--- src/rtl/multdiv.sv ---
// Iterative 32-bit signed multiply (radix-2 Booth) / divide (restoring on magnitudes).
// One add/subtract step per clock for STEPS cycles, then a finish cycle registers the outputs.
module multdiv #(
  parameter int WIDTH = 32,
  parameter int STEPS = 32
) (
  input  logic             clock,
  input  logic             resetn,
  input  logic             ctrl_mult,
  input  logic             ctrl_div,
  input  logic [WIDTH-1:0] operand_a,
  input  logic [WIDTH-1:0] operand_b,
  output logic [WIDTH-1:0] result,
  output logic             exception,
  output logic             result_rdy,
  output logic             busy,
  output logic [1:0]       state_dbg
);

  typedef enum logic [1:0] {IDLE, MUL, DIV, DONE} state_t;

  localparam int CW = 6;

  state_t          state;
  logic [CW-1:0]   count;
  // hi/lo form the accumulator: Booth {hi,lo} product, or {remainder, quotient} for divide.
  logic [WIDTH:0]   hi;
  logic [WIDTH-1:0] lo;
  logic             booth_q;
  logic [WIDTH-1:0] opnd;
  logic             neg;
  logic             dz;

  logic [WIDTH-1:0] a_mag, b_mag;
  logic [WIDTH:0]   a_ext, booth_sum, mul_hi;
  logic [WIDTH-1:0] mul_lo;
  logic [2*WIDTH-1:0] product;
  logic             mul_ovf;
  logic [WIDTH:0]   div_shift;
  logic             div_ge;
  logic [WIDTH-1:0] div_diff, div_rem, div_quo, quotient;

  assign state_dbg = state;

  always_comb begin
    a_mag = operand_a[WIDTH-1] ? ({WIDTH{1'b0}} - operand_a) : operand_a;
    b_mag = operand_b[WIDTH-1] ? ({WIDTH{1'b0}} - operand_b) : operand_b;

    a_ext     = {opnd[WIDTH-1], opnd};
    booth_sum = hi;
    case ({lo[0], booth_q})
      2'b01:   booth_sum = hi + a_ext;
      2'b10:   booth_sum = hi - a_ext;
      default: booth_sum = hi;
    endcase
    mul_hi  = {booth_sum[WIDTH], booth_sum[WIDTH:1]};
    mul_lo  = {booth_sum[0], lo[WIDTH-1:1]};
    product = {hi[WIDTH-1:0], lo};
    // Overflow when the product does not fit in WIDTH signed bits.
    mul_ovf = !((&product[2*WIDTH-1:WIDTH-1]) || !(|product[2*WIDTH-1:WIDTH-1]));

    div_shift = {hi[WIDTH-1:0], lo[WIDTH-1]};
    div_ge    = div_shift >= {1'b0, opnd};
    div_diff  = div_shift[WIDTH-1:0] - opnd;
    div_rem   = div_ge ? div_diff : div_shift[WIDTH-1:0];
    div_quo   = {lo[WIDTH-2:0], div_ge};
    quotient  = neg ? ({WIDTH{1'b0}} - lo) : lo;
  end

  always_ff @(posedge clock or negedge resetn) begin
    if (!resetn) begin
      state      <= IDLE;
      count      <= '0;
      hi         <= '0;
      lo         <= '0;
      booth_q    <= 1'b0;
      opnd       <= '0;
      neg        <= 1'b0;
      dz         <= 1'b0;
      result     <= '0;
      exception  <= 1'b0;
      result_rdy <= 1'b0;
      busy       <= 1'b0;
    end else begin
      result_rdy <= 1'b0;
      case (state)
        IDLE, DONE: begin
          busy <= 1'b0;
          if (ctrl_mult && ctrl_div) begin
            state <= IDLE;
          end else if (ctrl_mult) begin
            state   <= MUL;
            busy    <= 1'b1;
            count   <= '0;
            opnd    <= operand_a;
            hi      <= '0;
            lo      <= operand_b;
            booth_q <= 1'b0;
          end else if (ctrl_div) begin
            state <= DIV;
            busy  <= 1'b1;
            count <= '0;
            opnd  <= b_mag;
            hi    <= '0;
            lo    <= a_mag;
            neg   <= operand_a[WIDTH-1] ^ operand_b[WIDTH-1];
            dz    <= (operand_b == '0);
          end else begin
            state <= IDLE;
          end
        end
        MUL: begin
          if (count == CW'(STEPS)) begin
            result     <= product[WIDTH-1:0];
            exception  <= mul_ovf;
            result_rdy <= 1'b1;
            busy       <= 1'b0;
            state      <= DONE;
          end else begin
            hi      <= mul_hi;
            lo      <= mul_lo;
            booth_q <= lo[0];
            count   <= count + 6'd1;
          end
        end
        DIV: begin
          if (count == CW'(STEPS)) begin
            // Divide-by-zero still runs the full latency; its quotient is forced to zero.
            result     <= dz ? '0 : quotient;
            exception  <= dz;
            result_rdy <= 1'b1;
            busy       <= 1'b0;
            state      <= DONE;
          end else begin
            hi    <= {1'b0, div_rem};
            lo    <= div_quo;
            count <= count + 6'd1;
          end
        end
        default: state <= IDLE;
      endcase
    end
  end

endmodule

--- config.mk ---
export PLATFORM = sky130hd
export DESIGN_NAME = multdiv
export DESIGN_NICKNAME = d
export VERILOG_FILES = /design/src/rtl/multdiv.sv
export SDC_FILE = /design/constraint.sdc
export NUM_CORES = 1
export LEC_CHECK = 0
export ABC_AREA = 1
export BUFFER_PORTS_ARGS = -buffer_cell sky130_fd_sc_hd__buf_2
export CORE_MARGIN = 2
export CORE_UTILIZATION = 43
export DETAILED_ROUTE_END_ITERATION = 10
export SLEW_MARGIN = 20
export SYNTH_ARGS = -nofsm -noshare
export SYNTH_HDL_FRONTEND = slang
export SYNTH_SLANG_ARGS = --single-unit
--- constraint.sdc ---
create_clock -name clock -period 9.18 [get_ports clock]
set_clock_uncertainty 0.15 [all_clocks]
set_input_delay 1.836 -clock clock [delete_from_list [all_inputs] [get_ports clock]]
set_output_delay 1.836 -clock clock [all_outputs]
set_load 0.05 [all_outputs]
Word-level counts from Yosys, hierarchy flattened

Cells that the tools add are included.

Reduce and logical (&&, ||, !) cells: 19
Bitwise logic cells: 3
Mux-type cells: 47
Magnitude comparators: 1
Add/subtract/negate cells: 7
Equality and inequality tests: 15

Operator list:

| cell                  | number |
|---|---|
| $mux 32               | 14 |
| $mux 33               | 5 |
| $pmux 33 s3           | 1 |
| $pmux 32 s3           | 1 |
| $sub 1x32->32 const A | 3 |
| $pmux 33 s2           | 1 |
| $pmux 32 s2           | 1 |
| $add 33x33->33        | 1 |
| $ge 33x32->1          | 1 |
| $reduce_and 33->1     | 1 |
| $reduce_or 33->1      | 1 |
| $sub 33x33->33        | 1 |
| $logic_not 32->1      | 1 |
| $sub 32x32->32        | 1 |
| $mux 6                | 4 |
| $ne 2x2->1 const B    | 7 |
| $pmux 6 s2            | 1 |
| $reduce_and 4->1      | 3 |
| $mux 1                | 11 |
| $reduce_and 3->1      | 3 |
| $mux 2                | 4 |
| $add 6x1->6 const B   | 1 |
| $eq 2x2->1 const B    | 3 |
| $eq 6x6->1 const B    | 1 |
| other kinds (13)      | 21 |

Word-level logic and storage cells: 104
Bits of input ports: 68
Flip-flop bits (word level): 143
Output and inout bits: 37

Depth between registers and ports, before layout

Word-level depth: 6
Depth in mapped cells: 25
Mapped depth without buffers: 25

Least setup slack after synthesis

OpenSTA, ideal clock, no wires.

Path type: input port to flip-flop
From: input ctrl_mult
To: register count[4]
Required time: 8.910 ns
Slack: 5.222 ns
Data arrival time: 3.688 ns
Path buffers: 3
Stages: 13
Cells stage by stage: clkbuf_1 inv_1 clkbuf_1 clkbuf_1 ha_1 nor2_1 nand2_1 inv_1 nor2_1 nor3_1 nand2_1 xor2_1 nor2_1

Word-level cells in the longest chain between the ends: 3

RTL lines:

| element                                        | line   | source |
|---|---|---|
| from (decl)                                    | 9      | `input logic ctrl_mult,` |
| $mux 6 or $logic_and 1x1->1 (tied branches)    | 91, 89 |  |
| $mux 6 or $ne 2x2->1 (tied branches)           | n/a    |  |
| $pmux 6 s2 or $reduce_and 3->1 (tied branches) | n/a    |  |
| to (signal assigned)                           | 123    | `count <= count + 6'd1;` |
| to (signal assigned)                           | 137    | `count <= count + 6'd1;` |
| to (decl)                                      | 25     | `logic [CW-1:0] count;` |

Parallel ways exist; a longest one is shown, timed or not. The select of a mux whose other input is x is not followed.
A chain may end at the register's enable or synchronous reset.

Worst setup path in the final report

From: input ctrl_mult
To: register lo[1]

Word-level cells in the longest chain between the ends: 3

RTL lines:

| element                                         | line   | source |
|---|---|---|
| $mux 32 or $logic_and 1x1->1 (tied branches)    | 91, 89 |  |
| $mux 32 or $ne 2x2->1 (tied branches)           | n/a    |  |
| $pmux 32 s3 or $reduce_and 4->1 (tied branches) | n/a    |  |
| to (signal assigned)                            | 97     | `lo <= operand_b;` |
| to (signal assigned)                            | 105    | `lo <= a_mag;` |
| to (signal assigned)                            | 121    | `lo <= mul_lo;` |
| to (decl)                                       | 28     | `logic [WIDTH-1:0] lo;` |

Parallel ways exist; a longest one is shown, timed or not. The select of a mux whose other input is x is not followed.

==> impl_metrics.tcl <==
set metrics [dict create \
    netlist_area_um2 15700 \
    routed.top_layer "met4" \
    cp_data_required_time_ns 9.40 \
    layout_setup_ws_ns 4.98 \
    nNetsFinal 2871 \
    period_share_pct 45.8 \
    p_sw_share_pct 60.5 \
    setup_viol 0 \
    htree_levels 4 \
    synth-compound-area-share_pct 16.4 \
    min_delay_path_depth 2 \
    setup_tns_ns 0 \
    ys_ff_latch 143 \
    powerDensity_nw_per_um2 375 \
    grt_max_degree 87 \
    synth_largest_area_cell "dfrtp_1" \
    fp.dieH_um 195 \
    leakagePower_uw 0.00913 \
    whs_endpoint "result[25]$_DFFE_PN0P_" \
    synthXorXnorAreaFrac_pct 4.17 \
    ys_warn_count 0 \
    cp_max_fo 53 \
    cts_buffer_depth 2 \
    met3_length_um 6670 \
    synthFlopType "dfrtp_1" \
    power_frac_comb_pct 71.6 \
    insertion_delay_ns 0.46 \
    netlist_top_cells_area "dfrtp_1 23%, nand2_1 19%, inv_1 9.2%" \
    hold_path.startpoint "result[25]$_DFFE_PN0P_" \
    mostFrequentLayoutCells "807 x nand2_1, 385 x inv_1, 272 x nor2_1" \
    synth_fp_nets 2811 \
    drt-total-wl_um 68500 \
    critPathKind "in -> reg" \
    synth_edf_count 0 \
    synthAdderAreaFrac_pct 6.38 \
    drc_errors 0 \
    yosysTopAreaCellShare_pct 22.7 \
    ir_drop_uv 241 \
    muxShareOfSynthArea_pct 0 \
    antenna_found_initial 0 \
    vias 18300 \
    hp-class "reg -> reg" \
    worst_slew_pin_slew_ns 1.04 \
    drive_gt1_share_pct 7.96 \
    path_clk_slew_ns 0.07 \
    yosysSeqAreaShare_pct 22.7 \
    numCtsBuffers 17 \
    arrival_ns 4.42 \
    globalplace.congestion 1.03 \
    dp_hpwl_um 55800 \
    vias_per_cell 5.69 \
    post_cts_buffers 0 \
    grt_pass1_wl_um 102000 \
    syn_inst 2664 \
    wl_met2_um 27800 \
    grt_pass1_vias 16800 \
    core-area_um2 36300 \
    p_switching_uw 3900 \
    cellInternalPower_uw 2540 \
    port_buffers 104 \
    drt.antenna.violating_nets 0 \
    grt_overflow_total 0 \
    yosys.area_share.simple_pct 38.6 \
    dieArea_um2 38100 \
    finalHoldViolCount 0 \
    pwr-share-seq_pct 17.2 \
    maxCapViolCount 0 \
    first_pass_iters 8 \
    maxSlewHeadroom_pct 30.0 \
    fillCellCount 3993 \
    post_cts_resized 0 \
    start_kind "primary input" \
    fmax_mhz 238 \
    async_flop_share_pct 100 \
    diodes 0 \
    cts_tree "built" \
    track_usage_pct 35.8 \
    maxSlewViolCount 0 \
    syn_to_final_growth_pct 9.34 \
    rows 70 \
    synth_top_family_by_area "simple AND/OR/NAND/NOR gates" \
    r2r_slack_ns 5.03 \
    rsz0062_at_grt "false" \
    reg2reg_depth 20 \
    initial_core_util_pct 43.3 \
    synth_cell_types 54 \
    die_x_um 195 \
    end_kind "flop" \
    avgSynthCellArea_um2 5.91 \
    final_common_cell "nand2_1" \
    wl_met1_um 31600 \
    postCtsHoldBufs 0 \
    status "completed" \
    avgRoutedWirePerCell_um 21.4 \
    r2r-end "hi[20]$_DFFE_PN0P_" \
    root_buffer "clkbuf_16" \
    pre_cts_slack_ns 4.59 \
    r2r_start "lo[0]$_DFFE_PN0P_" \
    finalCriticalPeriod_ns 4.20 \
    io_pins 105 \
    drt_iter0_drc 2104 \
    cts_sinks 143 \
    pwr-share-clk_pct 11.1 \
]
-- synthesized netlist by cell type, types with 3 or more instances --
| master | instances |
|---|---|
| ha_1 | 77 |
| nor2_4 | 3 |
| nand2_2 | 8 |
| o31ai_1 | 7 |
| nor2_2 | 13 |
| buf_1 | 5 |
| nand3_2 | 4 |
| nor3_1 | 30 |
| a31oi_1 | 25 |
| o21bai_1 | 9 |
| nand3_1 | 225 |
| or2_2 | 8 |
| clkbuf_1 | 53 |
| inv_1 | 385 |
| xor2_1 | 59 |
| buf_2 | 12 |
| dfrtp_1 | 143 |
| o221ai_1 | 11 |
| xnor2_1 | 16 |
| clkinv_1 | 4 |
| a21o_1 | 4 |
| inv_2 | 15 |
| buf_6 | 4 |
| o211ai_1 | 17 |
| o22ai_1 | 31 |
| o21ai_2 | 5 |
| nand3b_1 | 4 |
| o21ai_1 | 22 |
| a21oi_2 | 4 |
| nor4_1 | 12 |
| nand4_1 | 35 |
| a22oi_1 | 6 |
| nor2_1 | 273 |
| a21oi_1 | 155 |
| nor3_2 | 3 |
| o21ai_0 | 140 |
| a211oi_1 | 6 |
| nand2_1 | 807 |
-- worst max-delay path by stage --
stage                          from              endpoint  slack, ns
final                     ctrl_mult     lo[1]$_DFFE_PN0P_       4.98
after global routing      ctrl_mult     lo[1]$_DFFE_PN0P_       4.72
after CTS                 ctrl_mult     lo[1]$_DFFE_PN0P_       5.07
after detailed placement  ctrl_mult     lo[1]$_DFFE_PN0P_       4.59
after global placement    ctrl_mult     lo[1]$_DFFE_PN0P_       4.66
after floorplan           ctrl_mult  count[4]$_DFFE_PN0P_       5.22
-- layout make-up --
class | count | area [um2] | share of cell area (%)
Timing Repair Buffer | 115 | 609 | 3.54
Clock inverter | 12 | 125 | 0.727
Tap cell | 468 | 586 | 3.40
Inverter | 404 | 1520 | 8.82
Sequential cell | 143 | 3580 | 20.8
Multi-Input combinational cell | 2043 | 10300 | 60.1
Clock buffer | 20 | 457 | 2.65
-- critical path, stage by stage --
cell     delay, ns
buf_2         0.48
inv_1         0.13
ha_1          0.23
nor2_1        0.23
o21ai_4       0.06
buf_4         0.33
inv_2         0.74
o21ai_0       0.21
o21ai_0       0.12
-- sequential cells by signal (all words and copies together), names as in the netlist --
name        cells
hi             33
lo             32
opnd           32
result         32
count           6
state_dbg       2
booth_q         1
busy            1
dz              1
exception       1
neg             1
result_rdy      1
-- power groups by stage --
stage	clock [uW]	sequential, uW	combinational (uW)
2_1_floorplan	0	1030	3080
3_5_place_dp	0	1110	4470
3_3_place_gp	0	1110	4450
6_report	719	1110	4620
4_1_cts	727	1090	4500
5_1_grt	751	1130	5060
-- logic make-up after synthesis --
family / count (synthesis)
AOI/OAI and AO/OA: 451
and+or+nand+nor: 1438
xor gates and xnor gates: 75
buffers and inverters: 478
adders and majority gates: 79
DFF: 143
-- through the flow --
| step | hold WS, ns | util [%] | cells | total power, uW | cell area, um2 |
|---|---|---|---|---|---|
| final | 0.332 | 47.3 | 3205 | 6450 | 17200 |
| after global routing | 0.355 | 47.3 | 3205 | 6940 | 17200 |
| after CTS | 0.337 | 47.3 | 3205 | 6320 | 17200 |
| after detailed placement | 0.321 | 45.7 | 3173 | 5580 | 16600 |
| after global placement | 0.314 | 45.7 | 3173 | 5550 | 16600 |
| after floorplan | 0.303 | - | 2664 | 4110 | 15700 |
-- per-layer routing --
metal,track usage [%],vias to the layer above
met2,51.9,901
li1,-,8744
met4,12.1,0
met1,52.3,8461
met3,7.53,144
met5,0,-
(Power assumes the default switching activity.)
